File: src/rtl/ben_cpu_pkg.sv
// Shared ben_cpu definitions: opcodes, control-word bit positions and widths.
package ben_cpu_pkg;

   localparam int CTRL_W = 16;

   typedef logic [CTRL_W-1:0] ctrl_t;

   typedef enum logic [3:0] {
      OP_NOP = 4'h0,
      OP_LDA = 4'h1,
      OP_ADD = 4'h2,
      OP_SUB = 4'h3,
      OP_STA = 4'h4,
      OP_LDI = 4'h5,
      OP_JMP = 4'h6,
      OP_JC  = 4'h7,
      OP_JZ  = 4'h8,
      OP_OUT = 4'hE,
      OP_HLT = 4'hF
   } opcode_e;

   localparam int CTRL_HLT = 15;
   localparam int CTRL_MI  = 14;
   localparam int CTRL_RI  = 13;
   localparam int CTRL_RO  = 12;
   localparam int CTRL_IO  = 11;
   localparam int CTRL_II  = 10;
   localparam int CTRL_AI  = 9;
   localparam int CTRL_AO  = 8;
   localparam int CTRL_EO  = 7;
   localparam int CTRL_SU  = 6;
   localparam int CTRL_BI  = 5;
   localparam int CTRL_OI  = 4;
   localparam int CTRL_CE  = 3;
   localparam int CTRL_CO  = 2;
   localparam int CTRL_J   = 1;
   localparam int CTRL_FI  = 0;

   // Word presented for the whole time the CPU sits halted.
   localparam ctrl_t CTRL_HALT_WORD = ctrl_t'(1) << CTRL_HLT;

endpackage

File: src/rtl/microcode_rom.sv
// Combinational microcode: (opcode, micro-step, C, Z) -> control word.
module microcode_rom
   import ben_cpu_pkg::*;
(
   input  logic [3:0]        opcode_i,
   input  logic [2:0]        step_i,
   input  logic              flag_c_i,
   input  logic              flag_z_i,
   output logic [CTRL_W-1:0] ctrl_o
);

   // Fetch is common to every opcode; execute words start at T2.
   always_comb begin
      ctrl_o = '0;
      case (step_i)
         3'd0: begin
            ctrl_o[CTRL_MI] = 1'b1;
            ctrl_o[CTRL_CO] = 1'b1;
         end
         3'd1: begin
            ctrl_o[CTRL_RO] = 1'b1;
            ctrl_o[CTRL_II] = 1'b1;
            ctrl_o[CTRL_CE] = 1'b1;
         end
         3'd2: begin
            case (opcode_i)
               OP_LDA, OP_ADD, OP_SUB, OP_STA: begin
                  ctrl_o[CTRL_IO] = 1'b1;
                  ctrl_o[CTRL_MI] = 1'b1;
               end
               OP_LDI: begin
                  ctrl_o[CTRL_IO] = 1'b1;
                  ctrl_o[CTRL_AI] = 1'b1;
               end
               OP_JMP: begin
                  ctrl_o[CTRL_IO] = 1'b1;
                  ctrl_o[CTRL_J]  = 1'b1;
               end
               OP_JC: begin
                  ctrl_o[CTRL_IO] = flag_c_i;
                  ctrl_o[CTRL_J]  = flag_c_i;
               end
               OP_JZ: begin
                  ctrl_o[CTRL_IO] = flag_z_i;
                  ctrl_o[CTRL_J]  = flag_z_i;
               end
               OP_OUT: begin
                  ctrl_o[CTRL_AO] = 1'b1;
                  ctrl_o[CTRL_OI] = 1'b1;
               end
               OP_HLT: ctrl_o[CTRL_HLT] = 1'b1;
               default: ;
            endcase
         end
         3'd3: begin
            case (opcode_i)
               OP_LDA: begin
                  ctrl_o[CTRL_RO] = 1'b1;
                  ctrl_o[CTRL_AI] = 1'b1;
               end
               OP_ADD, OP_SUB: begin
                  ctrl_o[CTRL_RO] = 1'b1;
                  ctrl_o[CTRL_BI] = 1'b1;
               end
               OP_STA: begin
                  ctrl_o[CTRL_AO] = 1'b1;
                  ctrl_o[CTRL_RI] = 1'b1;
               end
               default: ;
            endcase
         end
         3'd4: begin
            if (opcode_i == OP_ADD || opcode_i == OP_SUB) begin
               ctrl_o[CTRL_EO] = 1'b1;
               ctrl_o[CTRL_AI] = 1'b1;
               ctrl_o[CTRL_FI] = 1'b1;
               ctrl_o[CTRL_SU] = (opcode_i == OP_SUB);
            end
         end
         default: ;
      endcase
   end

endmodule

File: src/rtl/control_sequencer.sv
// ben_cpu micro-step sequencer: step counter, halt latch and output gating.
//
// state            | meaning
// halted_q=0, T0   | fetch: PC onto bus, load MAR
// halted_q=0, T1   | fetch: RAM into IR, increment PC
// halted_q=0, T2+  | execute steps of the opcode in IR
// halted_q=1       | stopped; step frozen, only reset leaves
module control_sequencer
   import ben_cpu_pkg::*;
#(
   parameter int STEPS      = 5,
   parameter bit EARLY_WRAP = 1'b1
)(
   input  logic              i_clk,
   input  logic              i_rst,
   input  logic              i_enable,
   input  logic [3:0]        i_opcode,
   input  logic              i_flag_c,
   input  logic              i_flag_z,
   output logic [CTRL_W-1:0] o_ctrl,
   output logic [2:0]        o_step,
   output logic              o_halted
);

   localparam logic [2:0] LAST_STEP = 3'(STEPS - 1);

   logic [2:0]        step_q, step_d;
   logic              halted_q, halted_d;
   logic [CTRL_W-1:0] rom_word;
   logic [STEPS-1:2]  ahead_nz;
   logic              rest_zero;

   microcode_rom u_rom_cur (
      .opcode_i (i_opcode),
      .step_i   (step_q),
      .flag_c_i (i_flag_c),
      .flag_z_i (i_flag_z),
      .ctrl_o   (rom_word)
   );

   // Lookahead ROMs see both flags as set: flags only count in T2, so a
   // conditional jump must always reach T2 before its outcome is known.
   for (genvar k = 2; k < STEPS; k++) begin : g_ahead
      logic [CTRL_W-1:0] word;
      microcode_rom u_rom_ahead (
         .opcode_i (i_opcode),
         .step_i   (3'(k)),
         .flag_c_i (1'b1),
         .flag_z_i (1'b1),
         .ctrl_o   (word)
      );
      assign ahead_nz[k] = |word;
   end

   // Every step after the current one decodes to an all-zero word.
   always_comb begin
      rest_zero = 1'b1;
      for (int k = 2; k < STEPS; k++) begin
         if (3'(k) > step_q && ahead_nz[k]) rest_zero = 1'b0;
      end
   end

   // Output gating: halt word overrides everything, a stall blanks the word.
   always_comb begin
      o_ctrl = rom_word;
      if (halted_q)       o_ctrl = CTRL_HALT_WORD;
      else if (!i_enable) o_ctrl = '0;
   end

   // Next step / halt decision; the halting edge also freezes the step.
   always_comb begin
      step_d   = step_q;
      halted_d = halted_q;
      if (!halted_q && i_enable) begin
         if (o_ctrl[CTRL_HLT]) begin
            halted_d = 1'b1;
         end else if (step_q == LAST_STEP ||
                      (EARLY_WRAP && step_q != 3'd0 && rest_zero)) begin
            step_d = 3'd0;
         end else begin
            step_d = step_q + 3'd1;
         end
      end
   end

   // State registers with synchronous reset.
   always_ff @(posedge i_clk) begin
      if (i_rst) begin
         step_q   <= 3'd0;
         halted_q <= 1'b0;
      end else begin
         step_q   <= step_d;
         halted_q <= halted_d;
      end
   end

   assign o_step   = step_q;
   assign o_halted = halted_q;

endmodule

File: config.mk
export PLATFORM = sky130hd
export DESIGN_NAME = control_sequencer
export DESIGN_NICKNAME = d
export VERILOG_FILES = /design/src/rtl/ben_cpu_pkg.sv /design/src/rtl/microcode_rom.sv /design/src/rtl/control_sequencer.sv
export SDC_FILE = /design/constraint.sdc
export NUM_CORES = 1
export LEC_CHECK = 0
export CAP_MARGIN = 5
export CORE_MARGIN = 2
export CORE_UTILIZATION = 42
export CTS_CLUSTER_SIZE = 25
export DETAILED_ROUTE_END_ITERATION = 8
export PLACE_DENSITY = 0.86
export SKIP_CTS_REPAIR_TIMING = 1
export SLEW_MARGIN = 20
export SYNTH_ARGS = -nofsm -noshare
export SYNTH_HDL_FRONTEND = slang
export SYNTH_SLANG_ARGS = --single-unit
File: constraint.sdc
create_clock -name i_clk -period 3 [get_ports i_clk]
set_clock_uncertainty 0.05 [all_clocks]
set_input_delay 0.75 -clock i_clk [delete_from_list [all_inputs] [get_ports i_clk]]
set_output_delay 0.75 -clock i_clk [all_outputs]
set_load 0.005 [all_outputs]
Word level (Yosys, flattened, before mapping):

Cells that the tools add are included.
Widths: inputs -> output; s select.

* output and inout port bits: 20
* logic and storage cells: 76
* bits in registers: 4
* input port bits: 9

* mux-type cells: 34
* magnitude comparators: 3
* add/subtract/negate cells: 1
* bitwise gates (word level): 1
* reductions and logical operators: 21
* eq/ne operators: 14

Operator list (number)
* $mux 16: 2
* $mux 1: 23
* $eq 4x3->1 const B: 4
* $eq 4x4->1 const B: 3
* $reduce_or 6->1: 2
* $pmux 1 s3: 3
* $reduce_or 3->1: 3
* $eq 4x2->1 const B: 2
* $reduce_or 4->1: 2
* $reduce_or 8->1: 1
* $eq 3x2->1 const B: 2
* $gt 2x3->1 const A: 2
* $pmux 1 s2: 3
* $logic_and 1x1->1: 5
* $eq 4x1->1 const B: 1
* $mux 2: 2
* $reduce_and 2->1: 2
* $add 3x1->3 const B: 1
* $eq 3x1->1 const B: 1
* $eq 3x3->1 const B: 1
* $gt 3x3->1 const A: 1
* $logic_not 3->1: 1
* $mux 3: 1
* $reduce_bool 3->1: 1
* 4 further kinds: 5

Depth between registers and ports, before layout:

Gate-level depths: netlist (run 1).

* word-level depth: 11
* mapped depth: 8
* depth with buffers taken out: 8

Modules after synthesis:

A second synthesis (run 1) with hierarchy kept.

* cell total of the unflattened synthesis: 260
* area, all modules: 1853.0 µm²

By module, submodules not included
* microcode_rom: times used 4, cells each 49, sequential area each 0.0 µm², area each 344.1 µm²
* control_sequencer: times used 1, cells each 64, sequential area each 80.1 µm², area each 476.7 µm²

Worst setup path before layout (run 1):

OpenSTA, ideal clock, no wires.

* path kind: input port to output port
* from: input port i_opcode[3]
* to: output port o_ctrl[11]
* arrival time: 1.600 ns
* buffers on the path: 1
* setup slack: 0.600 ns
* stages on the path: 4
* cell sequence: buf_4 inv_1 o21ai_0 a2111oi_0

* word-level cells in the longest chain between the ends: 6
* elaborated cells between the ends (all ways): 13

RTL lines
* from (decl): RTL line control_sequencer.sv:17 `input logic [3:0] i_opcode,`
* $eq 4x3->1, or another cell as far along
* $reduce_or 6->1 (no line)
* $pmux 1 s3 *: RTL line microcode_rom.sv:26 `case (opcode_i)`
* $mux 1 *: RTL line microcode_rom.sv:15 `case (step_i)`
* $mux 16 *: RTL line control_sequencer.sv:67 `else if (!i_enable) o_ctrl = '0;`
* $mux 16 *: RTL line control_sequencer.sv:66 `if (halted_q) o_ctrl = CTRL_HALT_WORD;`
* to (decl): RTL line control_sequencer.sv:20 `output logic [CTRL_W-1:0] o_ctrl,`

Mark *: on every way between the ends. The rest lies on a longest branch, timed or not.

Final worst setup path (run 1):

* from: input port i_opcode[1]
* to: output port o_ctrl[15]

* word-level cells in the longest chain between the ends: 5

RTL lines (RTL line)
* $eq 4x4->1
* $mux 1: microcode_rom.sv:26
* $mux 1: microcode_rom.sv:15
* $mux 16: control_sequencer.sv:67
* $mux 16: control_sequencer.sv:66

No other way between the ends.

==> results of run 1 <==
Yosys cell counts:
library cell | instances | share of area [%]
sky130_fd_sc_hd__nand4b_1 | 2 | 3.0
sky130_fd_sc_hd__a2111oi_0 | 2 | 3.0
sky130_fd_sc_hd__xnor2_1 | 1 | 1.5
sky130_fd_sc_hd__a21o_1 | 1 | 1.3
sky130_fd_sc_hd__buf_4 | 4 | 5.1
sky130_fd_sc_hd__buf_2 | 2 | 1.7
sky130_fd_sc_hd__a22o_1 | 1 | 1.5
sky130_fd_sc_hd__nand3_1 | 3 | 2.6
sky130_fd_sc_hd__a31oi_1 | 3 | 3.2
sky130_fd_sc_hd__o21ai_0 | 4 | 3.4
sky130_fd_sc_hd__o31ai_1 | 2 | 2.6
sky130_fd_sc_hd__a22oi_1 | 1 | 1.3
sky130_fd_sc_hd__buf_6 | 1 | 1.9
sky130_fd_sc_hd__nand2_1 | 7 | 4.5
sky130_fd_sc_hd__inv_1 | 4 | 2.6
sky130_fd_sc_hd__nor2_1 | 12 | 7.7
sky130_fd_sc_hd__or3b_4 | 1 | 1.9
sky130_fd_sc_hd__nor4_1 | 1 | 1.1
sky130_fd_sc_hd__dfxtp_1 | 4 | 14
sky130_fd_sc_hd__a311o_2 | 1 | 1.9
sky130_fd_sc_hd__nand4_1 | 1 | 1.1
sky130_fd_sc_hd__o21bai_1 | 2 | 2.6
sky130_fd_sc_hd__nor3_1 | 3 | 2.6
sky130_fd_sc_hd__nand3b_1 | 1 | 1.3
sky130_fd_sc_hd__or2b_1 | 2 | 2.6
sky130_fd_sc_hd__a41o_1 | 1 | 1.7
sky130_fd_sc_hd__nand2b_1 | 2 | 2.1
sky130_fd_sc_hd__a211oi_1 | 2 | 2.6
sky130_fd_sc_hd__nor2b_1 | 2 | 2.1
sky130_fd_sc_hd__and3b_1 | 1 | 1.5
sky130_fd_sc_hd__a21oi_1 | 3 | 2.6
sky130_fd_sc_hd__and2_1 | 3 | 3.2
sky130_fd_sc_hd__ha_1 | 4 | 8.6
area by class of cell:
cell class / instances / share of cell area, %
timing repair buffer: 55 / 45.5
multi-input combinational: 69 / 42.4
sequential: 4 / 7.09
clock buffer: 3 / 1.99
tap: 15 / 1.66
inverter: 4 / 1.33
metal layers:
metal / part of all wire, % / wire length (um)
met1: 38 / 997
met2: 51 / 1330
met3: 7.0 / 185
met4: 4.3 / 113
met5: 0 / 0
tightest hold or removal path: stages (launching register included):
cell                      delay (ns)
sky130_fd_sc_hd__dfxtp_1        0.33
sky130_fd_sc_hd__buf_4          0.17
sky130_fd_sc_hd__nand2_1        0.06
sky130_fd_sc_hd__a21oi_1        0.05
registers in the layout, summed over array words and instances, names as in the netlist:
name	cells
o_step	3
o_halted	1
report_power, final:
| group | internal, uW | leakage [uW] | switching [uW] |
|---|---|---|---|
| logic | 64.6 | 0.000570 | 60.5 |
| clock network | 45.6 | 0.0000138 | 35.2 |
| registers | 56.0 | 0.0000326 | 2.92 |
| total | 166 | 0.000616 | 98.7 |
cell families after synthesis:
family / synth area share (%)
adders and majority gates: 8.57
buffers and inverters: 11.3
DFF: 13.7
xor gates and xnor gates: 1.50
and+or+nand+nor: 37.3
AOI/OAI and AO/OA: 27.6
stage by stage:
step / instance area, um2 / hold slack (ns) / instances
after floorplan: 584 / 0.488 / 84
after global placement: 1000 / 0.538 / 143
after detailed placement: 1000 / 0.574 / 143
after CTS: 1030 / 0.575 / 146
after global routing: 1130 / 0.624 / 150
final: 1130 / 0.600 / 150
worst min-delay path by stage:
stage                      startpoint                     end  depth (start not counted)
2_1_floorplan  o_step[1]$_SDFFE_PP0P_  o_step[1]$_SDFFE_PP0P_                          2
3_3_place_gp    o_halted$_SDFFE_PP0P_   o_halted$_SDFFE_PP0P_                          2
3_5_place_dp   o_step[2]$_SDFFE_PP0P_  o_step[2]$_SDFFE_PP0P_                          2
4_1_cts         o_halted$_SDFFE_PP0P_   o_halted$_SDFFE_PP0P_                          2
5_1_grt        o_step[1]$_SDFFE_PP0P_  o_step[1]$_SDFFE_PP0P_                          3
6_report       o_step[1]$_SDFFE_PP0P_  o_step[1]$_SDFFE_PP0P_                          3
==> load_flow_metrics.sql, run 1 <==
INSERT INTO impl_metrics (metric_group, metric, value, unit) VALUES
('run_status', 'outcome', 'complete, no violations', ''),
('global_routing', 'grt_most_used_layer', 'met2', ''),
('global_routing', 'met2_usage', '46.9', '%'),
('setup_path', 'worst-setup-path-type', 'input port to primary output', ''),
('place', 'port-buffer-count', '28', ''),
('sta', 'postLayoutSetupSlackWorst', '0.0166', 'ns'),
('clocking', 'number_of_cts_inserted_buffers', '3', ''),
('final_layout', 'antennaDiodeCount', '0', ''),
('floorplan', 'initial_utilization', '44.9', '%'),
('pwr', 'max-vdd-ir-drop', '0.190', 'mV'),
('route', 'detail_route.vias_per_cell', '6.00', ''),
('sta', 'tightest_slew', '0.428', 'ns'),
('global_routing', 'grt_pass1_wl', '3040', 'um'),
('synthesis', 'synthesized_netlist_net_count', '97', ''),
('clocking', 'h-tree-depth', '1', ''),
('setup_path', 'r2r_cells', '7', ''),
('setup_path', 'setup.worst_path.end_class', 'primary output', ''),
('place', 'hpwl', '1620', 'um'),
('setup_path', 'worst-endpoint-required', '2.20', 'ns'),
('final_layout', 'final_core_utilization', '86.8', '%'),
('sta', 'final_report_max_slew_violation_count', '0', ''),
('job', 'cap_viol_max_count', '0', ''),
('hold_path', 'worstHoldPathType', 'register to register', ''),
('setup_path', 'crit_path_start_kind', 'input port', ''),
('floorplan', 'die_height', '41.3', 'um'),
('route', 'dr.first_iter.drc_count', '29', ''),
('final_layout', 'mostFrequentLayoutCell', 'sky130_fd_sc_hd__buf_4', ''),
('clocking', 'clock_insertion_delay_worst_skew', '0.26', 'ns'),
('setup_path', 'path_delay_family', 'buffers and inverters', ''),
('route', 'ant_nets', '0', ''),
('route', 'route.vias.total', '900', ''),
('setup_path', 'cp.depth', '6', ''),
('final_layout', 'seqCellArea', '80.1', 'um2'),
('sta', 'final_hold_viol_count', '0', ''),
('final_layout', 'multi_input_area', '479', 'um2'),
('place', 'dp_slack', '-0.358', 'ns'),
('pwr', 'design_power_total', '265', 'uW'),
('setup_path', 'cp_slowest_cell', 'sky130_fd_sc_hd__clkdlybuf4s50_1', ''),
('sta', 'final_layout_setup_total_negative_slack', '0', 'ns'),
('place', 'gp_routability_congestion', '0.893', ''),
('sta', 'relative_slew_margins', '71.2', '%'),
('synthesis', 'netlist-cell-type-count', '33', ''),
('global_routing', 'met1_track_demand_over_resource', '30.4', '%'),
('route', 'drtPass1Iterations', '4', ''),
('final_layout', 'fillCellCount', '72', ''),
('sta', 'count_of_endpoints_failing_setup_in_the_final_report', '0', ''),
('route', 'drt-total-wl', '2630', 'um'),
('floorplan', 'coreArea', '0.00130', 'mm2'),
('global_routing', 'antenna_found_initial', '0', ''),
('pwr', 'pwr_density_cell', '235', 'mW/mm2'),
('pwr', 'p_leak', '0.000616', 'uW'),
('setup_path', 'crit_end', 'o_ctrl[15]', ''),
('setup_path', 'regToRegSetupSlack', '1.18', 'ns'),
('clocking', 'cts_buffer_depth', '2', ''),
('final_layout', 'commonest_non_fill_non_tap_cells_in_the_layout', '26 x sky130_fd_sc_hd__buf_4, 17 x sky130_fd_sc_hd__clkdlybuf4s50_1, 11 x sky130_fd_sc_hd__dlymetal6s2s_1', ''),
('synthesis', 'yosys_warnings', '0', ''),
('clocking', 'cts_root_buffer', 'sky130_fd_sc_hd__clkbuf_4', ''),
('global_routing', 'use_met3', '9.04', '%'),
('setup_path', 'path_buf_inv', '3', ''),
('final_layout', 'drive_above_1_share', '31.1', '%'),
('setup_path', 'worstPathCellList', 'dlymetal6s2s_1 -> nand2_1 -> buf_4 -> nor2_2 -> a21o_1 -> clkdlybuf4s50_1', ''),
('synthesis', 'mapped_area', '584', 'um2'),
('sta', 'max_freq', '335', 'MHz'),
('final_layout', 'area_growth', '93.4', '%'),
('setup_path', 'crit-reg2reg-capture', 'o_step[0]$_SDFFE_PP0P_', ''),
('synthesis', 'yosys_register_bits', '4', ''),
('final_layout', 'number_of_nets_in_the_layout', '150', ''),
('clocking', 'cts_num_sinks', '4', ''),
('setup_path', 'timing.critical_path.fanout_max', '7', ''),
('synthesis', 'synth_sequential_area_ratio', '13.7', '%'),
('floorplan', 'rows', '13', '');
(Power assumes the default switching activity.)
==> inputs of run 2 (changes only) <==
--- a/config.mk
+++ b/config.mk
@@ -7,10 +7,10 @@
 export LEC_CHECK = 0
 export CAP_MARGIN = 5
 export CORE_MARGIN = 2
-export CORE_UTILIZATION = 42
+export CORE_UTILIZATION = 39
 export CTS_CLUSTER_SIZE = 25
 export DETAILED_ROUTE_END_ITERATION = 8
-export PLACE_DENSITY = 0.86
+export PLACE_DENSITY = 0.81
 export SKIP_CTS_REPAIR_TIMING = 1
 export SLEW_MARGIN = 20
 export SYNTH_ARGS = -nofsm -noshare
==> constraint.sdc (replaced) <==
create_clock -name i_clk -period 3.15 [get_ports i_clk]
set_clock_uncertainty 0.05 [all_clocks]
set_input_delay 0.7875 -clock i_clk [delete_from_list [all_inputs] [get_ports i_clk]]
set_output_delay 0.7875 -clock i_clk [all_outputs]
set_load 0.005 [all_outputs]
==> run 2 against run 1 <==
Register-to-register slack better by 0.09 ns. Sequential power down 3%. Total power shrank 12%. Clock power fell by 15%. Critical path depth decreased by 1. Sequential share of layout area is 0.16 points higher. Flip-flop and latch count stayed put. Routed wire length down 24%. Core utilization decreased by 5.0 points. Final area fell by 2.2%.
==> load_flow_metrics.sql, run 2 (same netlist as run 1, synthesis figures left out) <==
INSERT INTO impl_metrics (metric_group, metric, value, unit) VALUES
('run_status', 'outcome', 'complete, no violations', ''),
('floorplan', 'die_x', '42.7', 'um'),
('setup_path', 'timing.critical_path.mode_cell', 'sky130_fd_sc_hd__clkdlybuf4s50_1', ''),
('setup_path', 'timing.critical_path.slowest_cell_delay', '0.53', 'ns'),
('route', 'drtPass1Iterations', '4', ''),
('setup_path', 'critical_path_at', '2.27', 'ns'),
('global_routing', 'maximum_number_of_pins_on_one_net_before_global_route_repair', '13', ''),
('setup_path', 'timing.critical_path.fanout_max', '9', ''),
('sta', 'final_report_max_slew_violation_count', '0', ''),
('setup_path', 'worstPathCellList', 'clkdlybuf4s50_1 -> buf_6 -> buf_4 -> nor4_2 -> clkdlybuf4s50_1', ''),
('global_routing', 'grt_pass1_vias', '638', ''),
('sta', 'final_min_period_over_clock_period', '98.8', '%'),
('final_layout', 'mostFrequentLayoutCell', 'sky130_fd_sc_hd__buf_4', ''),
('sta', 'final_layout_setup_total_negative_slack', '0', 'ns'),
('global_routing', 'groute.usage.overall', '21.1', '%'),
('clocking', 'tritoncts', 'built', ''),
('clocking', 'clkTransAtPathRegs', '0.04', 'ns'),
('place', 'hpwl', '1360', 'um'),
('final_layout', 'flip_flop_count_of_the_largest_register_after_layout', '3', ''),
('clocking', 'cts_buffer_depth', '2', ''),
('pwr', 'pwr_density_cell', '211', 'mW/mm2'),
('clocking', 'cts_root_buffer', 'sky130_fd_sc_hd__clkbuf_4', ''),
('clocking', 'cts_num_sinks', '4', ''),
('setup_path', 'worst-endpoint-required', '2.31', 'ns'),
('clocking', 'number_of_cts_inserted_buffers', '3', ''),
('sta', 'relative_slew_margins', '70.5', '%'),
('sta', 'tightest_slew', '0.442', 'ns'),
('sta', 'final_hold_viol_count', '0', ''),
('hold_path', 'holdPathStages', '2', ''),
('pwr', 'clkPwrFrac', '29.3', '%'),
('global_routing', 'grt.overflow.total', '0', ''),
('floorplan', 'die_height', '42.7', 'um'),
('pwr', 'p_leak', '0.000577', 'uW'),
('route', 'wl_per_cell', '13.5', 'um'),
('pwr', 'power_frac_seq', '24.6', '%'),
('global_routing', 'antenna_found_initial', '0', ''),
('floorplan', 'rows', '13', ''),
('clocking', 'clock_insertion_delay_worst_skew', '0.25', 'ns'),
('floorplan', 'coreArea', '0.00135', 'mm2'),
('global_routing', 'grt_pass1_wl', '2850', 'um'),
('route', 'route.vias.total', '797', ''),
('place', 'port-buffer-count', '28', ''),
('final_layout', 'antennaDiodeCount', '0', ''),
('place', 'gp_routability_congestion', '0.919', ''),
('pwr', 'power_switching_share', '33.3', '%'),
('pwr', 'max-vdd-ir-drop', '0.126', 'mV'),
('final_layout', 'area_growth', '89.1', '%'),
('setup_path', 'worst-setup-path-type', 'input port to primary output', ''),
('final_layout', 'instances_no_fill', '147', ''),
('place', 'placed_cells', '139', ''),
('pwr', 'combPwrFrac', '46.0', '%'),
('route', 'detail_route.vias_per_cell', '5.42', ''),
('pwr', 'internal_power', '156', 'uW'),
('setup_path', 'cp_slowest_cell', 'sky130_fd_sc_hd__clkdlybuf4s50_1', ''),
('sta', 'fin_crit', '3.11', 'ns'),
('final_layout', 'drive_above_1_share', '28.0', '%'),
('route', 'ant_nets', '0', ''),
('clocking', 'h-tree-depth', '1', ''),
('hold_path', 'worstHoldPathType', 'register to register', ''),
('floorplan', 'initial_utilization', '43.3', '%'),
('final_layout', 'commonest_non_fill_non_tap_cells_in_the_layout', '23 x sky130_fd_sc_hd__buf_4, 19 x sky130_fd_sc_hd__clkdlybuf4s50_1, 10 x sky130_fd_sc_hd__nor2_1', ''),
('floorplan', 'dieArea', '0.00182', 'mm2'),
('setup_path', 'r2r_cells', '6', ''),
('route', 'drt-total-wl', '1990', 'um'),
('sta', 'max_freq', '321', 'MHz'),
('final_layout', 'number_of_nets_in_the_layout', '147', ''),
('route', 'dr.first_iter.drc_count', '18', ''),
('route', 'remaining_drc_errors', '0', ''),
('sta', 'count_of_endpoints_failing_setup_in_the_final_report', '0', ''),
('job', 'cap_viol_max_count', '0', ''),
('setup_path', 'setup.worst_path.end_class', 'primary output', ''),
('pwr', 'power.switching', '77.7', 'uW'),
('setup_path', 'crit_path_start_kind', 'input port', ''),
('floorplan', 'num_ports', '29', '');
[run 2: cell type report]
type                            instances  area [um2]
Tap cell                               15        18.8
Inverter                                4        15.0
Timing Repair Buffer                   52         487
Clock buffer                            3        22.5
Sequential cell                         4        80.1
Fill cell                              93         245
Multi-Input combinational cell         69         482
[run 2: worst max-delay path, delay by kind of cell]
family	cells	cell delay, ns
buffers and inverters	4	1.24
and+or+nand+nor	1	0.24
[run 2: metal layers]
metal / global-route usage (%) / wire, um / up-vias
met4: 11.3 / 34 / 0
met3: 6.38 / 91 / 5
met1: 27.6 / 879 / 366
met2: 30.6 / 981 / 26
met5: 0 / 0 / -
li1: - / - / 400
[run 2: worst paths after layout]
check	slack, ns	startpoint	endpoint
worst max-delay path	0.04	i_opcode[0]	o_ctrl[4]
worst min-delay path	0.53	o_step[1]$_SDFFE_PP0P_	o_step[1]$_SDFFE_PP0P_
worst max register to register	1.27	o_step[1]$_SDFFE_PP0P_	o_step[0]$_SDFFE_PP0P_
worst min register to register	0.53	o_step[1]$_SDFFE_PP0P_	o_step[1]$_SDFFE_PP0P_
[run 2: power groups by stage]
stage	Sequential (uW)	Combinational [uW]	Clock (uW)
after floorplan	59.1	47.2	0
after global placement	58.0	96.6	0
after detailed placement	58.2	97.5	0
after CTS	57.2	98.5	71.3
after global routing	57.9	117	77.9
final	57.5	107	68.5
[run 2: stage by stage]
step                      util [%]  worst slack, ns  power [uW]  area, um2  hold slack, ns
after global routing          81.8         -0.00347         253       1100           0.565
after floorplan                  -            0.675         106        584           0.488
after global placement        72.2           -0.304         155        975           0.516
final                         81.8           0.0383         233       1100           0.526
after detailed placement      72.2           -0.324         156        975           0.519
after CTS                     73.9           -0.337         227        997           0.524
==> inputs of run 3 (changes only) <==
--- a/config.mk
+++ b/config.mk
@@ -7,10 +7,10 @@
 export LEC_CHECK = 0
 export CAP_MARGIN = 5
 export CORE_MARGIN = 2
-export CORE_UTILIZATION = 39
+export CORE_UTILIZATION = 35
 export CTS_CLUSTER_SIZE = 25
 export DETAILED_ROUTE_END_ITERATION = 8
-export PLACE_DENSITY = 0.81
+export PLACE_DENSITY = 0.77
 export SKIP_CTS_REPAIR_TIMING = 1
 export SLEW_MARGIN = 20
 export SYNTH_ARGS = -nofsm -noshare
==> constraint.sdc (replaced) <==
create_clock -name i_clk -period 2.55 [get_ports i_clk]
set_clock_uncertainty 0.05 [all_clocks]
set_input_delay 0.6375 -clock i_clk [delete_from_list [all_inputs] [get_ports i_clk]]
set_output_delay 0.6375 -clock i_clk [all_outputs]
set_load 0.005 [all_outputs]
==> run 3 against run 2 <==
Via count is 8.3% higher. Routed wire length is 16% higher. Critical path depth is the same.
==> load_flow_metrics.sql, run 3 (same netlist as run 1, synthesis figures left out) <==
INSERT INTO impl_metrics (metric_group, metric, value, unit) VALUES
('setup_path', 'timing.critical_path.fanout_max', '5', ''),
('sta', 'final_report_max_slew_violation_count', '0', ''),
('sta', 'tightest_slew', '0.440', 'ns'),
('global_routing', 'grt_pass1_vias', '785', ''),
('final_layout', 'fillCellCount', '101', ''),
('setup_path', 'worstPathCellList', 'buf_2 -> inv_1 -> buf_4 -> nor4_2 -> clkdlybuf4s50_1', ''),
('route', 'route.vias.total', '863', ''),
('route', 'ant_nets', '0', ''),
('sta', 'count_of_endpoints_failing_setup_in_the_final_report', '0', ''),
('setup_path', 'crit_start', 'i_opcode[3]', ''),
('setup_path', 'crit-reg2reg-capture', 'o_step[0]$_SDFFE_PP0P_', ''),
('global_routing', 'groute.usage.overall', '20.6', '%'),
('place', 'hpwl', '1580', 'um'),
('place', 'placed_cells', '150', ''),
('route', 'detail_route.vias_per_cell', '5.57', ''),
('final_layout', 'instances_no_fill', '155', ''),
('final_layout', 'final_core_utilization', '77.5', '%'),
('run_status', 'outcome', 'complete, no violations', ''),
('setup_path', 'worst-setup-path-type', 'input port to primary output', ''),
('setup_path', 'crit_path_start_kind', 'input port', ''),
('setup_path', 'setup.worst_path.end_class', 'primary output', ''),
('final_layout', 'flip_flop_count_of_the_largest_register_after_layout', '3', ''),
('setup_path', 'worstReg2RegStart', 'o_step[2]$_SDFFE_PP0P_', ''),
('global_routing', 'maximum_number_of_pins_on_one_net_before_global_route_repair', '10', ''),
('route', 'dr.first_iter.drc_count', '19', ''),
('clocking', 'number_of_cts_inserted_buffers', '3', ''),
('clocking', 'cts_buffer_depth', '2', ''),
('route', 'drt-total-wl', '2310', 'um'),
('sta', 'relative_slew_margins', '70.3', '%'),
('floorplan', 'die_x', '44.9', 'um'),
('place', 'gp_routability_congestion', '0.793', ''),
('route', 'remaining_drc_errors', '0', ''),
('setup_path', 'timing.critical_path.slowest_cell_delay', '0.53', 'ns'),
('final_layout', 'area_growth', '104', '%'),
('final_layout', 'mostFrequentLayoutCell', 'sky130_fd_sc_hd__buf_4', ''),
('place', 'port-buffer-count', '28', ''),
('clocking', 'tritoncts', 'built', ''),
('final_layout', 'drive_above_1_share', '39.6', '%'),
('hold_path', 'worstHoldPathType', 'register to register', ''),
('clocking', 'clock_insertion_delay_worst_skew', '0.23', 'ns'),
('sta', 'max_freq', '395', 'MHz'),
('global_routing', 'grt.overflow.total', '0', ''),
('setup_path', 'worst-endpoint-required', '1.86', 'ns'),
('floorplan', 'dieArea', '0.00201', 'mm2'),
('job', 'cap_viol_max_count', '0', ''),
('global_routing', 'antenna_found_initial', '0', ''),
('setup_path', 'regToRegSetupSlack', '0.85', 'ns'),
('final_layout', 'number_of_nets_in_the_layout', '154', ''),
('pwr', 'p_leak', '0.000738', 'uW'),
('floorplan', 'die_height', '44.9', 'um'),
('route', 'drtPass1Iterations', '4', ''),
('sta', 'final_min_period_over_clock_period', '99.2', '%'),
('clocking', 'clkTransAtPathRegs', '0.03', 'ns'),
('floorplan', 'num_ports', '29', ''),
('pwr', 'max-vdd-ir-drop', '0.404', 'mV'),
('setup_path', 'crit_end', 'o_ctrl[4]', ''),
('global_routing', 'grt_pass1_wl', '3140', 'um'),
('sta', 'final_hold_viol_count', '0', ''),
('floorplan', 'coreArea', '0.00154', 'mm2'),
('route', 'wl_per_cell', '14.9', 'um'),
('clocking', 'cts_root_buffer', 'sky130_fd_sc_hd__clkbuf_4', ''),
('final_layout', 'antennaDiodeCount', '0', ''),
('floorplan', 'initial_utilization', '37.9', '%'),
('final_layout', 'commonest_non_fill_non_tap_cells_in_the_layout', '28 x sky130_fd_sc_hd__buf_4, 13 x sky130_fd_sc_hd__dlymetal6s2s_1, 11 x sky130_fd_sc_hd__nor2_1', ''),
('setup_path', 'cp_slowest_cell', 'sky130_fd_sc_hd__clkdlybuf4s50_1', ''),
('setup_path', 'r2r_cells', '7', ''),
('clocking', 'h-tree-depth', '1', ''),
('setup_path', 'critical_path_at', '1.84', 'ns'),
('floorplan', 'rows', '14', ''),
('sta', 'fin_crit', '2.53', 'ns'),
('clocking', 'cts_num_sinks', '4', ''),
('pwr', 'pwr_density_cell', '250', 'mW/mm2');
## run 3: cell count changes in the layout (fill, tap and decap cells not counted), sizes merged
cell and delta:
buf +9, clkdlybuf4s50 -9, dlymetal6s2s +4, clkbuf +3
## run 3: final cells by class
cell class	instances	area [um2]	area share (%)
inverters	4	15.0	1.26
well taps	16	20.0	1.68
repair buffers	59	532	44.5
flip-flops and latches	4	81.3	6.81
clock buffers	3	22.5	1.88
multi-input cells	69	524	43.9
## run 3: worst min-delay path by stage
stage,startpoint,end,slack [ns],cells after the start
after floorplan,o_step[1]$_SDFFE_PP0P_,o_step[1]$_SDFFE_PP0P_,0.49,2
after global placement,o_step[1]$_SDFFE_PP0P_,o_step[1]$_SDFFE_PP0P_,0.47,2
after detailed placement,o_step[1]$_SDFFE_PP0P_,o_step[1]$_SDFFE_PP0P_,0.48,2
after CTS,o_step[1]$_SDFFE_PP0P_,o_step[1]$_SDFFE_PP0P_,0.49,2
after global routing,o_step[1]$_SDFFE_PP0P_,o_step[1]$_SDFFE_PP0P_,0.48,2
final,o_step[1]$_SDFFE_PP0P_,o_step[1]$_SDFFE_PP0P_,0.46,2
## run 3: stage by stage
step / hold WS, ns / instance area (um2) / setup TNS (ns) / total power (uW) / worst slack [ns]
2_1_floorplan: 0.488 / 584 / 0 / 131 / 0.375
4_1_cts: 0.488 / 1070 / -8.14 / 287 / -0.608
3_5_place_dp: 0.484 / 1050 / -8.16 / 207 / -0.607
6_report: 0.462 / 1190 / 0 / 299 / 0.0194
5_1_grt: 0.475 / 1190 / -0.0168 / 324 / -0.0138
3_3_place_gp: 0.470 / 1050 / -7.39 / 204 / -0.588
## run 3: report_power, final
part | internal (uW) | switching, uW
Combinational | 82.2 | 69.6
Sequential | 66.4 | 4.64
Clock | 52.5 | 23.9
## run 3: routing by layer
| metal | routed length (um) | track usage, % | vias up |
|---|---|---|---|
| met2 | 1230 | 35.9 | 31 |
| li1 | - | - | 417 |
| met4 | 30 | 1.76 | 0 |
| met5 | 0 | 0 | - |
| met1 | 931 | 26.8 | 411 |
| met3 | 123 | 4.80 | 4 |
## run 3: critical path: cells and delay by family
kind	cells	cell delay, ns
buffers and inverters	4	0.98
AND/OR/NAND/NOR	1	0.22
